## config.mk

```make
export PLATFORM = sky130hd
export DESIGN_NAME = mult_pipe_ctrl_flat
export DESIGN_NICKNAME = d
export VERILOG_FILES = /design/src/rtl/mult_pipe_ctrl_pkg.sv /design/src/rtl/mult_pipe_ctrl_if.sv /design/src/rtl/mult_pipe_ctrl_wb_port_arbiter.sv /design/src/rtl/mult_pipe_ctrl.sv /design/src/flat_wrapper.sv
export SDC_FILE = /design/constraint.sdc
export NUM_CORES = 1
export LEC_CHECK = 0
export ABC_AREA = 0
export BUFFER_PORTS_ARGS = -buffer_cell sky130_fd_sc_hd__buf_4
export CORE_MARGIN = 1
export CORE_UTILIZATION = 40
export DETAILED_ROUTE_END_ITERATION = 6
export PLACE_DENSITY = 0.69
export SLEW_MARGIN = 40
export SYNTH_ARGS = -nofsm -noshare
export SYNTH_HDL_FRONTEND = slang
export SYNTH_SLANG_ARGS = --single-unit
```

## constraint.sdc

```tcl
create_clock -name clk -period 4.3 [get_ports clk]
set_input_delay 0.86 -clock clk [delete_from_list [all_inputs] [get_ports clk]]
set_output_delay 0.86 -clock clk [all_outputs]
set_load 0.05 [all_outputs]
```

## src/rtl/mult_pipe_ctrl_pkg.sv

```systemverilog
// Shared definitions for the multiply pipeline sequencer: default sizes and
// write-port arbiter state encoding.
package mult_pipe_ctrl_pkg;

   localparam int MULT_STAGES   = 5;
   localparam int MULT_REG_ADDR = 5;

   typedef enum logic {
      MPRI = 1'b0,
      APRI = 1'b1
   } arb_state_e;

endpackage

```

## src/rtl/mult_pipe_ctrl_if.sv

```systemverilog
// Decode / writeback handshake bundle between the multiply sequencer and the
// surrounding pipeline.
interface mult_pipe_ctrl_if
   import mult_pipe_ctrl_pkg::*;
#(
   parameter int STAGES   = MULT_STAGES,
   parameter int REG_ADDR = MULT_REG_ADDR,
   parameter int CNT_W    = $clog2(STAGES + 1)
);

   logic                issue_valid;
   logic [REG_ADDR-1:0] issue_dst;
   logic                issue_regwrite;
   logic                issue_ready;
   logic [REG_ADDR-1:0] src_a;
   logic [REG_ADDR-1:0] src_b;
   logic                hazard_stall;
   logic                alu_wb_valid;
   logic                alu_wb_grant;
   logic [STAGES-1:0]   stage_we;
   logic                mult_wb_valid;
   logic [REG_ADDR-1:0] mult_wb_dst;
   logic                busy;
   logic [CNT_W-1:0]    inflight_cnt;

   modport master (
      output issue_valid, issue_dst, issue_regwrite, src_a, src_b, alu_wb_valid,
      input  issue_ready, hazard_stall, alu_wb_grant, stage_we,
             mult_wb_valid, mult_wb_dst, busy, inflight_cnt
   );

   modport slave (
      input  issue_valid, issue_dst, issue_regwrite, src_a, src_b, alu_wb_valid,
      output issue_ready, hazard_stall, alu_wb_grant, stage_we,
             mult_wb_valid, mult_wb_dst, busy, inflight_cnt
   );

endinterface

```

## src/rtl/mult_pipe_ctrl_wb_port_arbiter.sv

```systemverilog
// Two-requester arbiter for the single register-file write port; alternates
// priority on back-to-back conflicts so neither side waits more than a cycle.
module wb_port_arbiter
   import mult_pipe_ctrl_pkg::*;
(
   input  logic clk,
   input  logic reset,
   input  logic mult_req,
   input  logic alu_req,
   output logic mult_grant,
   output logic alu_grant,
   output logic freeze
);

   arb_state_e state;
   logic       conflict;

   assign conflict = mult_req & alu_req;

   always_ff @(posedge clk) begin
      if (reset) begin
         state <= MPRI;
      end else if (conflict && state == MPRI) begin
         state <= APRI;
      end else begin
         state <= MPRI;
      end
   end

   // Grants must answer this cycle's requests, so they decode from state here.
   always_comb begin
      mult_grant = 1'b0;
      alu_grant  = 1'b0;
      freeze     = 1'b0;
      if (!reset) begin
         if (!conflict) begin
            mult_grant = mult_req;
            alu_grant  = alu_req;
         end else if (state == MPRI) begin
            mult_grant = 1'b1;
         end else begin
            alu_grant = 1'b1;
            freeze    = 1'b1;
         end
      end
   end

endmodule

```

## src/rtl/mult_pipe_ctrl.sv

```systemverilog
// Multiply pipeline sequencer: per-stage valid/dst tracking, stage load
// enables, RAW hazard detection and write-port arbitration with the ALU.
module mult_pipe_ctrl
   import mult_pipe_ctrl_pkg::*;
#(
   parameter int STAGES   = MULT_STAGES,
   parameter int REG_ADDR = MULT_REG_ADDR,
   parameter int CNT_W    = $clog2(STAGES + 1)
)(
   input logic             clk,
   input logic             reset,
   mult_pipe_ctrl_if.slave bus
);

   localparam int TAIL = STAGES - 1;

   logic [STAGES-1:0]   v;
   logic [STAGES-1:0]   rw;
   logic [REG_ADDR-1:0] dst [STAGES];

   logic             advance;
   logic             freeze;
   logic             tail_req;
   logic             mult_grant;
   logic             alu_grant;
   logic             hit_a;
   logic             hit_b;
   logic [CNT_W-1:0] cnt;

   assign tail_req = v[TAIL] & rw[TAIL];

   wb_port_arbiter u_arb (
      .clk        (clk),
      .reset      (reset),
      .mult_req   (tail_req),
      .alu_req    (bus.alu_wb_valid),
      .mult_grant (mult_grant),
      .alu_grant  (alu_grant),
      .freeze     (freeze)
   );

   assign advance = ~reset & ~freeze;

   always_ff @(posedge clk) begin
      if (reset) begin
         v  <= '0;
         rw <= '0;
         for (int unsigned i = 0; i < STAGES; i++) begin
            dst[i] <= '0;
         end
      end else if (advance) begin
         v[0]   <= bus.issue_valid;
         rw[0]  <= bus.issue_regwrite;
         dst[0] <= bus.issue_dst;
         for (int unsigned i = 1; i < STAGES; i++) begin
            v[i]   <= v[i-1];
            rw[i]  <= rw[i-1];
            dst[i] <= dst[i-1];
         end
      end
   end

   // The tail is included: its result is not bypassed to decode.
   always_comb begin
      hit_a = 1'b0;
      hit_b = 1'b0;
      for (int unsigned i = 0; i < STAGES; i++) begin
         if (v[i] && rw[i] && dst[i] == bus.src_a) hit_a = 1'b1;
         if (v[i] && rw[i] && dst[i] == bus.src_b) hit_b = 1'b1;
      end
   end

   always_comb begin
      cnt = '0;
      for (int unsigned i = 0; i < STAGES; i++) begin
         cnt = cnt + CNT_W'(v[i]);
      end
   end

   assign bus.issue_ready   = advance;
   assign bus.stage_we      = {STAGES{advance}};
   assign bus.hazard_stall  = ~reset & ((hit_a & (bus.src_a != '0)) |
                                        (hit_b & (bus.src_b != '0)));
   assign bus.mult_wb_valid = tail_req & mult_grant & ~reset;
   assign bus.mult_wb_dst   = v[TAIL] ? dst[TAIL] : '0;
   assign bus.alu_wb_grant  = bus.alu_wb_valid & alu_grant & ~reset;
   assign bus.busy          = |v;
   assign bus.inflight_cnt  = cnt;

endmodule
```

## src/flat_wrapper.sv

```systemverilog
// flat-port wrapper written by rule: the top's interface ports become plain ports
module mult_pipe_ctrl_flat import mult_pipe_ctrl_pkg::*;
#(
   parameter int STAGES   = MULT_STAGES,
   parameter int REG_ADDR = MULT_REG_ADDR,
   parameter int CNT_W    = $clog2(STAGES + 1)
)
  (clk, reset, bus_issue_valid, bus_issue_dst, bus_issue_regwrite, bus_src_a, bus_src_b, bus_alu_wb_valid, bus_issue_ready, bus_hazard_stall, bus_alu_wb_grant, bus_stage_we, bus_mult_wb_valid, bus_mult_wb_dst, bus_busy, bus_inflight_cnt);
  mult_pipe_ctrl_if #(.STAGES(STAGES), .REG_ADDR(REG_ADDR), .CNT_W(CNT_W)) bus_i ();
  input logic clk;
  input logic reset;
  input wire logic [$bits(bus_i.issue_valid)-1:0] bus_issue_valid;
  input wire logic [$bits(bus_i.issue_dst)-1:0] bus_issue_dst;
  input wire logic [$bits(bus_i.issue_regwrite)-1:0] bus_issue_regwrite;
  input wire logic [$bits(bus_i.src_a)-1:0] bus_src_a;
  input wire logic [$bits(bus_i.src_b)-1:0] bus_src_b;
  input wire logic [$bits(bus_i.alu_wb_valid)-1:0] bus_alu_wb_valid;
  output wire logic [$bits(bus_i.issue_ready)-1:0] bus_issue_ready;
  output wire logic [$bits(bus_i.hazard_stall)-1:0] bus_hazard_stall;
  output wire logic [$bits(bus_i.alu_wb_grant)-1:0] bus_alu_wb_grant;
  output wire logic [$bits(bus_i.stage_we)-1:0] bus_stage_we;
  output wire logic [$bits(bus_i.mult_wb_valid)-1:0] bus_mult_wb_valid;
  output wire logic [$bits(bus_i.mult_wb_dst)-1:0] bus_mult_wb_dst;
  output wire logic [$bits(bus_i.busy)-1:0] bus_busy;
  output wire logic [$bits(bus_i.inflight_cnt)-1:0] bus_inflight_cnt;
  assign bus_i.issue_valid = bus_issue_valid;
  assign bus_i.issue_dst = bus_issue_dst;
  assign bus_i.issue_regwrite = bus_issue_regwrite;
  assign bus_i.src_a = bus_src_a;
  assign bus_i.src_b = bus_src_b;
  assign bus_i.alu_wb_valid = bus_alu_wb_valid;
  assign bus_issue_ready = bus_i.issue_ready;
  assign bus_hazard_stall = bus_i.hazard_stall;
  assign bus_alu_wb_grant = bus_i.alu_wb_grant;
  assign bus_stage_we = bus_i.stage_we;
  assign bus_mult_wb_valid = bus_i.mult_wb_valid;
  assign bus_mult_wb_dst = bus_i.mult_wb_dst;
  assign bus_busy = bus_i.busy;
  assign bus_inflight_cnt = bus_i.inflight_cnt;
  mult_pipe_ctrl #(.STAGES(STAGES), .REG_ADDR(REG_ADDR), .CNT_W(CNT_W)) u_core (.clk(clk), .reset(reset), .bus(bus_i));
endmodule
```

==> impl_metrics.json <==
{
  "power_frac_comb_pct": 14.5,
  "fillers": 484,
  "clkPwrFrac_pct": 34.4,
  "final_area_um2": 2550,
  "ctsResizeCount": 0,
  "core_um2": 5238,
  "ff_latch_area_um2": 970.9,
  "port_buffers": 37,
  "worstHoldPathType": "reg2reg",
  "htree_levels": 2,
  "dieArea_um2": 5896,
  "synth_area_leader_cell": "edfxtp_1",
  "ys_seq_elements": 36,
  "grt_max_degree": 32,
  "die_w_um": 76.79,
  "drv_slew": 0,
  "arrival_ps": 2610,
  "synthArstFlopShare_pct": 0,
  "avgSynthCellArea_um2": 10.12,
  "yosys-top-cells-count": "xor2_1, and2_1, edfxtp_1, nand2_1, xnor2_1",
  "ys_types": 28,
  "fin_skew_ps": 6.351,
  "ys.flop_type": "edfxtp_1",
  "ioPinCount": 38,
  "cts_tree": "done",
  "finalNetCount": 269,
  "slew_headroom_pct": 61.69,
  "drc": 0,
  "hold_violations": 0,
  "initial_core_util_pct": 42.71,
  "ant_nets": 0,
  "cts_root_buf": "clkbuf_8",
  "yosysTopAreaCellShare_pct": 33.56,
  "gp_congestion": 0.8944,
  "r2r-end": "u_core.dst[0][22]",
  "drv_cap": 0,
  "drt_iter0_drc": 77,
  "start_kind": "register",
  "min_path_cells": 1,
  "grt_setup_unrepaired": "false",
  "yosys_warnings": 0,
  "grt_overflow_total": 0,
  "hpwl_um": 3173,
  "post_cts_buffers": 0,
  "clk_latency_ps": 290,
  "rrSetupSlack_ps": 2410,
  "antenna_found_initial": 0,
  "die_h_um": 76.79,
  "ir_worst_vdd_mv": 0.1638,
  "end_kind": "output port",
  "crit_path_end": "bus_inflight_cnt[1]",
  "ys_seq_area_share_pct": 43.40,
  "path_clk_slew_ps": 70,
  "cp_data_required_time_ps": 3440,
  "vias_per_cell": 4.962,
  "setup_viol": 0,
  "grt_pass1_vias": 1523,
  "routed_wl_um": 4148,
  "cp_max_fo": 6,
  "min_period_ps": 3465,
  "synth_nets": 246,
  "finalCritPeriodShare_pct": 80.59,
  "clk_path_buf_depth": 2,
  "synth_edf_count": 25,
  "multiInputGateArea_um2": 1076,
  "max_clock_freq_ghz": 0.2886,
  "power.internal_mw": 0.5701,
  "dr.pass1.iters": 4,
  "critPathLaunch": "u_core.v[1]",
  "finalPower_mw": 0.7602,
  "powerDensity_nw_per_um2": 298.1,
  "outcome": "complete, no violations",
  "syn_inst": 221,
  "seqPwrFrac_pct": 51.2,
  "worstSetupPathType": "reg2out",
  "grt_pass1_wl_um": 6865,
  "synthTopCellsByArea": "edfxtp_1, xor2_1, dfxtp_1",
  "antenna_cells": 0,
  "drive_gt1_share_pct": 20.00,
  "ctsHoldBuffers": 0,
  "dpl_cell_area_um2": 2447,
  "globalRouteTotalUtil_pct": 14.98,
  "num_vias": 1563,
  "cts_buffers": 5,
  "p_sw_mw": 0.1900,
  "tightest_slew_ps": 574.6,
  "routedWlPerCell_um": 13.17,
  "leakagePower_nw": 1.084,
  "r2r_cells": 2,
  "flow.area_growth_from_synthesis_pct": 13.98,
  "numClockSinks": 36,
  "swShare_pct": 25.00,
  "num_rows": 26,
  "yosys.cell_count.top_type": "xor2_1",
  "r2r_start": "u_core.v[4]",
  "mappedNetlistArea_um2": 2237,
  "fin_setup_tns_ps": 0
}
[cell families (layout without fill, tap and decap cells)]
kind of cell | count (synthesis) | count (layout) | synth area share (%)
AOI/OAI and AO/OA | 13 | 13 | 3.412
xor gates and xnor gates | 50 | 50 | 19.91
adders and majority gates | 5 | 5 | 3.468
buffers and inverters | 31 | 55 | 8.836
DFF | 36 | 36 | 43.40
and+or+nand+nor | 86 | 86 | 20.97
[sequential cells by signal (all words and copies together) (netlist names)]
register	cells
u_core.rw	5
u_core.u_arb.state	1
u_core.dst	25
u_core.v	5
[stage by stage]
stage	util (%)	hold slack [ps]	setup WS, ps	instances
after CTS	48.64	479.6	824.1	315
after floorplan	-	446.9	1199	221
final	48.69	479.3	834.6	315
after global placement	46.63	465.4	1163	307
after detailed placement	46.73	467.1	1159	307
after global routing	48.69	520.6	673.9	315
[per-layer routing]
| layer | global-route usage (%) | vias to the layer above | share of wire [%] |
|---|---|---|---|
| met5 | 0 | - | 0 |
| met4 | 6.346 | 0 | 1.8 |
| met3 | 2.976 | 8 | 6.1 |
| met2 | 25.18 | 51 | 47 |
| met1 | 18.59 | 734 | 45 |
| li1 | - | 770 | - |
[area by class of cell]
| type | count | area share [%] |
|---|---|---|
| flip-flops and latches | 36 | 38.08 |
| clock buffers | 8 | 3.925 |
| multi-input cells | 154 | 42.20 |
| inverters | 10 | 1.472 |
| well taps | 70 | 3.435 |
| repair buffers | 37 | 10.89 |
[cells in the final DEF (no fill, tap or decap), drive strengths merged, types with 5 or more instances in the layout]
cell type and n:
xnor2 16, nor2 10, inv 10, nor4 8, dfxtp 11, xor2 34
nand4 11, and2 30, nand2 18, clkbuf 8, a21oi 10, buf 37
nor3 5, edfxtp 25
[worst max-delay path: stages (launching register included)]
cell,delay (ps)
dfxtp_1,440
inv_1,80
ha_1,290
inv_1,60
fa_1,520
inv_1,40
ha_1,190
inv_1,60
fa_1,400
inv_1,60
buf_4,180
[worst min-delay path by stage]
stage / from / endpoint
CTS: u_core.u_arb.state / u_core.u_arb.state
floorplan: u_core.u_arb.state / u_core.u_arb.state
global placement: u_core.u_arb.state / u_core.u_arb.state
detailed placement: u_core.u_arb.state / u_core.u_arb.state
finish: u_core.u_arb.state / u_core.u_arb.state
global route: u_core.rw[3] / u_core.rw[3]
[power by group through the flow]
stage | logic [mW] | clock network, mW | registers (mW)
2_1_floorplan | 0.0895 | 0 | 0.394
3_3_place_gp | 0.108 | 0 | 0.396
3_5_place_dp | 0.111 | 0 | 0.397
4_1_cts | 0.111 | 0.268 | 0.389
5_1_grt | 0.120 | 0.277 | 0.390
6_report | 0.110 | 0.261 | 0.389
No activity file was read; power rests on OpenSTA's default activity.
